[src/rtl/fetch_queue_unit.sv]
// -----------------------------------------------------------------------------
// fetch_queue_unit
//
// Instruction fetch front end: owns the PC, issues single-cycle-latency
// instruction memory reads, and buffers the returned instructions in a small
// FIFO that the decode stage drains with a valid/ready handshake.
//
// Fetch issue is credit based: a request is only issued if the entry it will
// produce is guaranteed a slot, counting queued entries, the outstanding
// request and the entry being popped this cycle.  This keeps one instruction
// per cycle of sustained throughput without ever overflowing the queue.
//
// Ports
//   clk          in   rising-edge clock
//   reset        in   asynchronous, active-low reset
//   imem_req     out  instruction memory read request this cycle
//   imem_addr    out  fetch address (the PC register)
//   imem_rdata   in   read data, valid one cycle after imem_req
//   redirect     in   taken branch/jump: flush queue and reload PC
//   redirect_pc  in   new PC (bits [1:0] forced to zero)
//   halt         in   suppress new requests (outstanding one still lands)
//   out_valid    out  head entry available
//   out_ready    in   decode accepts head entry
//   out_pc       out  PC of head entry (0 when empty)
//   out_instr    out  instruction of head entry (0 when empty)
//   fq_count     out  queue occupancy
// -----------------------------------------------------------------------------
module fetch_queue_unit #(
    parameter int              PC_W     = 9,
    parameter int              INS_W    = 32,
    parameter int              FQ_DEPTH = 4,
    parameter logic [PC_W-1:0] RESET_PC = {PC_W{1'b0}}
) (
    input  logic                          clk,
    input  logic                          reset,
    output logic                          imem_req,
    output logic [PC_W-1:0]               imem_addr,
    input  logic [INS_W-1:0]              imem_rdata,
    input  logic                          redirect,
    input  logic [PC_W-1:0]               redirect_pc,
    input  logic                          halt,
    output logic                          out_valid,
    input  logic                          out_ready,
    output logic [PC_W-1:0]               out_pc,
    output logic [INS_W-1:0]              out_instr,
    output logic [$clog2(FQ_DEPTH):0]     fq_count
);

    localparam int PTR_W = $clog2(FQ_DEPTH);
    localparam int CNT_W = PTR_W + 1;

    localparam logic [PC_W-1:0]  PC_STEP   = PC_W'(3'd4);
    localparam logic [CNT_W-1:0] DEPTH_CNT = CNT_W'(FQ_DEPTH);
    localparam logic [CNT_W:0]   DEPTH_OCC = (CNT_W+1)'(FQ_DEPTH);

    // Architectural state
    logic [PC_W-1:0]  r_pc;
    logic             r_inflight;
    logic [PC_W-1:0]  r_pending_pc;
    logic [PTR_W-1:0] r_wptr;
    logic [PTR_W-1:0] r_rptr;
    logic [CNT_W-1:0] r_count;
    logic [PC_W-1:0]  r_mem_pc  [FQ_DEPTH];
    logic [INS_W-1:0] r_mem_ins [FQ_DEPTH];

    // Combinational control
    logic             w_not_empty;
    logic             w_full;
    logic             w_out_valid;
    logic             w_pop;
    logic             w_push;
    logic [CNT_W:0]   w_occ;
    logic             w_req;
    logic [PC_W-1:0]  w_redirect_pc;

    // Handshake, credit check and request decision for this cycle
    always_comb begin
        w_not_empty   = (r_count != {CNT_W{1'b0}});
        w_full        = (r_count == DEPTH_CNT);
        w_out_valid   = w_not_empty & ~redirect;
        w_pop         = w_out_valid & out_ready;
        w_redirect_pc = {redirect_pc[PC_W-1:2], 2'b00};

        // Occupancy the queue would have if the outstanding request landed
        // and the current pop happened; a new request needs one more slot.
        // pop implies count >= 1, so the subtraction cannot underflow.
        w_occ = {1'b0, r_count}
              + {{CNT_W{1'b0}}, r_inflight}
              - {{CNT_W{1'b0}}, w_pop};

        if (reset && !halt && !redirect && (w_occ < DEPTH_OCC)) begin
            w_req = 1'b1;
        end else begin
            w_req = 1'b0;
        end

        // Returning data is written unless a redirect discards it.  The full
        // guard only matters if the credit rule were ever violated; the entry
        // is then dropped rather than overwriting live data.
        if (r_inflight && !redirect && (!w_full || w_pop)) begin
            w_push = 1'b1;
        end else begin
            w_push = 1'b0;
        end
    end

    // PC, outstanding-request tracking, queue pointers and occupancy
    always_ff @(posedge clk or negedge reset) begin
        if (!reset) begin
            r_pc         <= RESET_PC;
            r_inflight   <= 1'b0;
            r_pending_pc <= {PC_W{1'b0}};
            r_wptr       <= {PTR_W{1'b0}};
            r_rptr       <= {PTR_W{1'b0}};
            r_count      <= {CNT_W{1'b0}};
        end else if (redirect) begin
            // Flush: anything queued or returning next cycle is wrong-path
            r_pc         <= w_redirect_pc;
            r_inflight   <= 1'b0;
            r_wptr       <= {PTR_W{1'b0}};
            r_rptr       <= {PTR_W{1'b0}};
            r_count      <= {CNT_W{1'b0}};
        end else begin
            if (w_req) begin
                r_pc         <= r_pc + PC_STEP;
                r_pending_pc <= r_pc;
            end
            r_inflight <= w_req;

            if (w_push) begin
                r_wptr <= r_wptr + PTR_W'(1'b1);
            end
            if (w_pop) begin
                r_rptr <= r_rptr + PTR_W'(1'b1);
            end

            case ({w_push, w_pop})
                2'b10:   r_count <= r_count + CNT_W'(1'b1);
                2'b01:   r_count <= r_count - CNT_W'(1'b1);
                default: r_count <= r_count;
            endcase
        end
    end

    // Queue storage: write the returning instruction with its fetch PC
    always_ff @(posedge clk or negedge reset) begin
        if (!reset) begin
            for (int i = 0; i < FQ_DEPTH; i++) begin
                r_mem_pc[i]  <= {PC_W{1'b0}};
                r_mem_ins[i] <= {INS_W{1'b0}};
            end
        end else if (w_push) begin
            r_mem_pc[r_wptr]  <= r_pending_pc;
            r_mem_ins[r_wptr] <= imem_rdata;
        end
    end

    // Output drive; head fields read as zero while the queue is empty
    always_comb begin
        imem_req  = w_req;
        imem_addr = r_pc;
        out_valid = w_out_valid;
        fq_count  = r_count;
        if (w_not_empty) begin
            out_pc    = r_mem_pc[r_rptr];
            out_instr = r_mem_ins[r_rptr];
        end else begin
            out_pc    = {PC_W{1'b0}};
            out_instr = {INS_W{1'b0}};
        end
    end

endmodule

[config.mk]
export PLATFORM = sky130hd
export DESIGN_NAME = fetch_queue_unit
export DESIGN_NICKNAME = d
export VERILOG_FILES = /design/src/rtl/fetch_queue_unit.sv
export SDC_FILE = /design/constraint.sdc
export NUM_CORES = 1
export LEC_CHECK = 0
export ABC_AREA = 0
export CORE_MARGIN = 2
export CORE_UTILIZATION = 56
export DETAILED_ROUTE_END_ITERATION = 12
export PLACE_DENSITY = 0.83
export SYNTH_ARGS = -nofsm -noshare
export SYNTH_HDL_FRONTEND = slang
export SYNTH_SLANG_ARGS = --single-unit
[constraint.sdc]
create_clock -name clk -period 4.9 [get_ports clk]
set_input_delay 0.98 -clock clk [delete_from_list [all_inputs] [get_ports clk]]
set_output_delay 0.98 -clock clk [all_outputs]
set_load 0.01 [all_outputs]
# Word level (Yosys, flattened, before mapping)
# Index checks and enable logic that the tools add are counted.
# totals
word_cells	74
inputBits	46
out_inout_bits	55
register_bits	190
# op_classes
n_lt_le_gt_ge	4
addsub	7
mux	25
reduce_logical	16
eq_ne	3
bitwise	5
# ops
cell	n
$bwmux W128	1
$mux W32	4
$bmux W32 S2	1
$demux W32 S2	1
$mux W9	6
$bwmux W36	1
$bmux W9 S2	1
$demux W9 S2	1
$add A9 B3 Y9 const B	1
$mux W2	4
$ge A3 B3 Y1 const B	2
$logic_and A1 B1 Y1	6
$not A2 Y3	2
$pmux W3 S2	1
$reduce_bool A2 Y1	3
$reduce_bool A3 Y1	2
$add A2 B1 Y2 const B	2
$add A3 B1 Y4	1
$lt A4 B3 Y1 const B	1
$sub A4 B1 Y4	1
$add A3 B1 Y3 const B	1
$eq A3 B3 Y1 const B	1
$logic_not A1 Y1	3
$lt A3 B1 Y1 const B	1
other kinds (9)	12

# Depth between registers and ports, before layout
# Gate-level depths: netlist of the first run.
# depth
depth_word	9
ltp_mapped	12
ltp_nobuf	9

# Worst setup path before layout of the first run
# No wires, ideal clock.
# synth_path
path_kind	input -> output
startpoint	input port redirect
endpoint	output port imem_req
slack_ns	0.743
required_ns	3.920
stages	11
arrival_time_ns	3.177
path_buffers	3
path_cell_list	clkbuf_1 > clkbuf_1 > nor2_1 > ha_1 > inv_1 > ha_1 > and3b_1 > clkbuf_2 > nor4b_1 > o211ai_2 > inv_1
# synth_between
elab_chain_cells	7
word_cells_on_any_way	9
cone_classes	add/sub (1); order compare (1); mux (1); bitwise (3); reduce/logical (3)
# synth_lines
element	line	source
start, declared	39	input logic redirect,
$not A1 Y1 (no source line)	-	
$and A1 B1 Y1	80	w_out_valid = w_not_empty & ~redirect;
$and A1 B1 Y1	81	w_pop = w_out_valid & out_ready;
$sub A4 B1 Y4	89	- {{CNT_W{1'b0}}, w_pop};
$lt A4 B3 Y1	91	if (reset && !halt && !redirect && (w_occ < DEPTH_OCC)) begin
$logic_and A1 B1 Y1 (*)	91	
$mux W1 (*)	91	
end, declared	36	output logic imem_req,
# Mark *: on every way between the ends. The rest lies on a longest branch, timed or not.

# Worst setup path in the final report of the first run
# layout_path
startpoint	input port out_ready
endpoint	output port imem_req
# layout_between
elab_chain_cells	5
# layout_lines
element	line	source
start, declared	43	input logic out_ready,
$and A1 B1 Y1	81	
$sub A4 B1 Y4	89	
$lt A4 B3 Y1	91	
$logic_and A1 B1 Y1	91	
$mux W1	91	
# No other way between the ends.

==> impl_metrics.csv, run 1 <==
group,metric,value,unit
logic_synthesis,ys_ff_latch,178,
logic_synthesis,ys_seq_area_share,53.4,%
route,routed_wl,17200,µm
cts,cts_tree,"yes",
setup_path,worstPathCellList,"clkdlybuf4s50_1 -> o31ai_1 -> nor2_1 -> ha_1 -> inv_1 -> ha_1 -> and3b_1 -> nor4b_2 -> o211ai_2 -> inv_1 -> clkdlybuf4s50_1",
setup_path,crit_path_max_incr_delay,560,ps
route,wire_per_inst,20.2,µm
cts,clk_path_buf_depth,2,
global_routing,grt_usage,22.9,%
timing,fin_ws,372,ps
timing,rsz0062_at_grt,"no",
setup_path,r2r_start,"fq_count[2]$_DFFE_PN0P_",
layout,drive_gt1_share,38.3,%
layout,area_delta_synth_final,20.8,%
floorplanning,die_h,126,µm
timing,slew_viol_final,0,
placed_design,port_buffers,94,
global_routing,grt_pass1_wl,28600,µm
route,remaining_drc_errors,0,
cts,clk_pin_slew,60,ps
cts,cts_hold_buf,0,
cts,cts_setup_buffers,0,
logic_synthesis,syn_inst,566,
placed_design,preCtsSetupSlack,199,ps
run,cap_violations,0,
power_and_ir_drop,leakage,4.54,nW
logic_synthesis,async_flop_share,100,%
logic_synthesis,yosysWarnings,0,
logic_synthesis,synth_top_cell_by_area,"dfrtp_1",
setup_path,path_max_fanout,6,
floorplanning,fp.coreArea,14500,µm²
power_and_ir_drop,p_total,4.33,mW
setup_path,cp_data_arrival_time,3550,ps
cts,cts_sinks,178,
cts,numCtsBuffers,17,
setup_path,crit_start,"out_ready",
cts,cts_root_buffer,"clkbuf_16",
worst_hold_path,hold_path_class,"flip-flop to flip-flop",
setup_path,startpoint_type,"primary input",
floorplanning,fp.dieW,126,µm
timing,fin_skew,6.59,ps
logic_synthesis,synth_cell_types,44,
setup_path,rr_endpoint,"imem_addr[6]$_DFFE_PN0P_",
logic_synthesis,netlist.area_leader.share,53.4,%
setup_path,endpoint_kind,"output port",
logic_synthesis,netlist_top_cells_count,"178 x dfrtp_1, 163 x mux2_2, 42 x nor2b_1",
logic_synthesis,synth_mux_area_share,32.5,%
logic_synthesis,synth-compound-area-share,3.08,%
logic_synthesis,synth_fa_ha_area_share,1.44,%
route,firstDrtPassIters,5,
logic_synthesis,synth_area,8340,µm²
placed_design,gp_congestion,0.843,
power_and_ir_drop,p_per_area,430,nW/µm²
global_routing,grt_pass1_vias,5553,
timing,fin_crit_sh,92.4,%
logic_synthesis,synthSimpleGateAreaFrac,6.44,%
cts,cts_max_level,4,
logic_synthesis,ys.flop_type,"dfrtp_1",
global_routing,antenna_found_initial,0,
timing,period_minus_slack,4530,ps
setup_path,cpMaxStageDelayCell,"clkdlybuf4s50_1",
setup_path,cp.required,3920,ps
layout,multiInputGateArea,3680,µm²
setup_path,r2r_slack,1910,ps
logic_synthesis,avgSynthCellArea,14.7,µm²
timing,setup_viol,0,
cts,insertion_delay,420,ps
floorplanning,ios,101,
floorplanning,num_rows,44,
layout,seq_area,4460,µm²
floorplanning,dieArea,15900,µm²
logic_synthesis,synth_area_leaders,"dfrtp_1 53%, mux2_2 22%, mux4_2 11%",
logic_synthesis,synth_xor_area_share,0.210,%
timing,worst_pin_slew,1110,ps
timing,finalSetupTns,0,ps
power_and_ir_drop,vdd_drop_max,0.262,mV
logic_synthesis,synth-edff-count,0,
placed_design,place_hpwl,10700,µm
layout,final_core_util,69.3,%
setup_path,critical_path_class,"primary input to output port",
timing,slew-limit-headroom,25.9,%
global_routing,grt_max_degree,70,
layout,fillers,987,
route,drt_iter0_drc,334,
run_status,run_status,"finished, final reports clean",
global_routing,gr-total-overflow,0,
setup_path,critPathCapture,"imem_req",
route,vias_per_cell,5.97,
timing,finalHoldViolations,0,
floorplanning,start_util,57.4,%
route,via_count,5086,
route,final_antenna_net_count,0,
layout,num-nets-final,710,
timing,fmax,221,MHz
logic_synthesis,yosysMostFrequentCell,"dfrtp_1",
setup_path,reg2reg_depth,9,
timing,fin_hold_ws,501,ps
layout,antenna_cells,0,
logic_synthesis,synth_top_family_by_area,"multiplexers",
## kinds of logic (layout without fill, tap and decap cells)
kind of cell / Yosys count / after routing
other: 1 / 4
AOI/OAI and AO/OA: 34 / 34
adders and majority gates: 9 / 9
buffers and inverters: 49 / 148
xor gates and xnor gates: 2 / 2
DFF: 178 / 178
and+or+nand+nor: 91 / 91
muxes: 202 / 202
## power breakdown
part	internal (mW)	total [mW]	switching, mW
registers	1.72	1.90	0.180
clock network	0.891	1.43	0.538
logic	0.640	0.999	0.359
total	3.25	4.33	1.08
## cells in the final DEF (no fill, tap or decap), types with 4 or more instances in the layout
cell type	count
dfrtp_1	176
mux2_2	163
clkdlybuf4s50_1	93
nor2b_1	42
mux4_2	39
clkbuf_16	17
nand2_1	11
inv_1	10
buf_4	10
ha_1	8
nor2_1	7
o211ai_1	7
a21oi_1	6
nor3_1	4
nand2_2	4
o21ai_0	4
nand4_1	4
conb_1	4
clkinv_2	4
bufinv_16	4
## critical path: cells and delay by family
kind / cells / cell delay, ps
and+or+nand+nor: 3 / 710
buffers and inverters: 4 / 1210
AOI/OAI and AO/OA: 2 / 260
adders and majority gates: 2 / 390
## what timing repair did
action                                  in CTS  in global routing
resized for setup                            0                  1
endpoints found under the setup margin       0                  1
hold endpoints to repair                     0                  0
## through the flow
step / std cells / instance area (µm²)
2_1_floorplan: 569 / 8350
3_3_place_gp: 820 / 9440
3_5_place_dp: 820 / 9440
4_1_cts: 852 / 10100
5_1_grt: 852 / 10100
6_report: 852 / 10100
## how the worst min path moves through the flow
stage | from | end | depth (start not counted)
5_1_grt | r_mem_ins[32]$_DFFE_PN0P_ | r_mem_ins[32]$_DFFE_PN0P_ | 1
4_1_cts | r_mem_ins[44]$_DFFE_PN0P_ | r_mem_ins[44]$_DFFE_PN0P_ | 1
2_1_floorplan | r_mem_ins[53]$_DFFE_PN0P_ | r_mem_ins[53]$_DFFE_PN0P_ | 1
3_5_place_dp | r_mem_ins[33]$_DFFE_PN0P_ | r_mem_ins[33]$_DFFE_PN0P_ | 1
6_report | r_mem_ins[2]$_DFFE_PN0P_ | r_mem_ins[2]$_DFFE_PN0P_ | 1
3_3_place_gp | r_mem_ins[57]$_DFFE_PN0P_ | r_mem_ins[57]$_DFFE_PN0P_ | 1
## state kept, by name, summed over array words and instances, names as in the netlist
signal and cells:
r_wptr 2, r_mem_ins 128, fq_count 3, r_pending_pc 7, r_rptr 2, r_mem_pc 28, imem_addr 7, r_inflight 1
## metal layers
layer	part of all wire, %	wire length, µm	GRT usage (%)	vias up
li1	-	-	-	2251
met4	1.3	232	6.53	0
met1	43	7450	30.2	2696
met2	52	8920	38.9	122
met3	3.6	616	4.80	17
met5	0	0	0	-
## cell type report
type	instances	share of cell area, %
repair buffers	105	10.3
clock buffers	22	4.71
well taps	184	2.28
clock inverters	10	1.54
inverters	11	0.410
multi-input cells	342	36.5
flip-flops and latches	178	44.2
No activity file was read; power rests on OpenSTA's default activity.
==> run 2, diff against run 1 <==
--- a/config.mk
+++ b/config.mk
@@ -10,6 +10,7 @@
 export CORE_UTILIZATION = 56
 export DETAILED_ROUTE_END_ITERATION = 12
 export PLACE_DENSITY = 0.83
+export SLEW_MARGIN = 20
 export SYNTH_ARGS = -nofsm -noshare
 export SYNTH_HDL_FRONTEND = slang
 export SYNTH_SLANG_ARGS = --single-unit
==> results of run 2 <==
Same layout as run 1: the final DEF is identical, and so are final timing and power.
==> run 3, diff against run 2 <==
--- a/config.mk
+++ b/config.mk
@@ -9,6 +9,7 @@
 export CORE_MARGIN = 2
 export CORE_UTILIZATION = 56
 export DETAILED_ROUTE_END_ITERATION = 12
+export GPL_ROUTABILITY_DRIVEN = 0
 export PLACE_DENSITY = 0.83
 export SLEW_MARGIN = 20
 export SYNTH_ARGS = -nofsm -noshare
==> results of run 3 <==
Same layout as run 1: the final DEF is identical, and so are final timing and power.
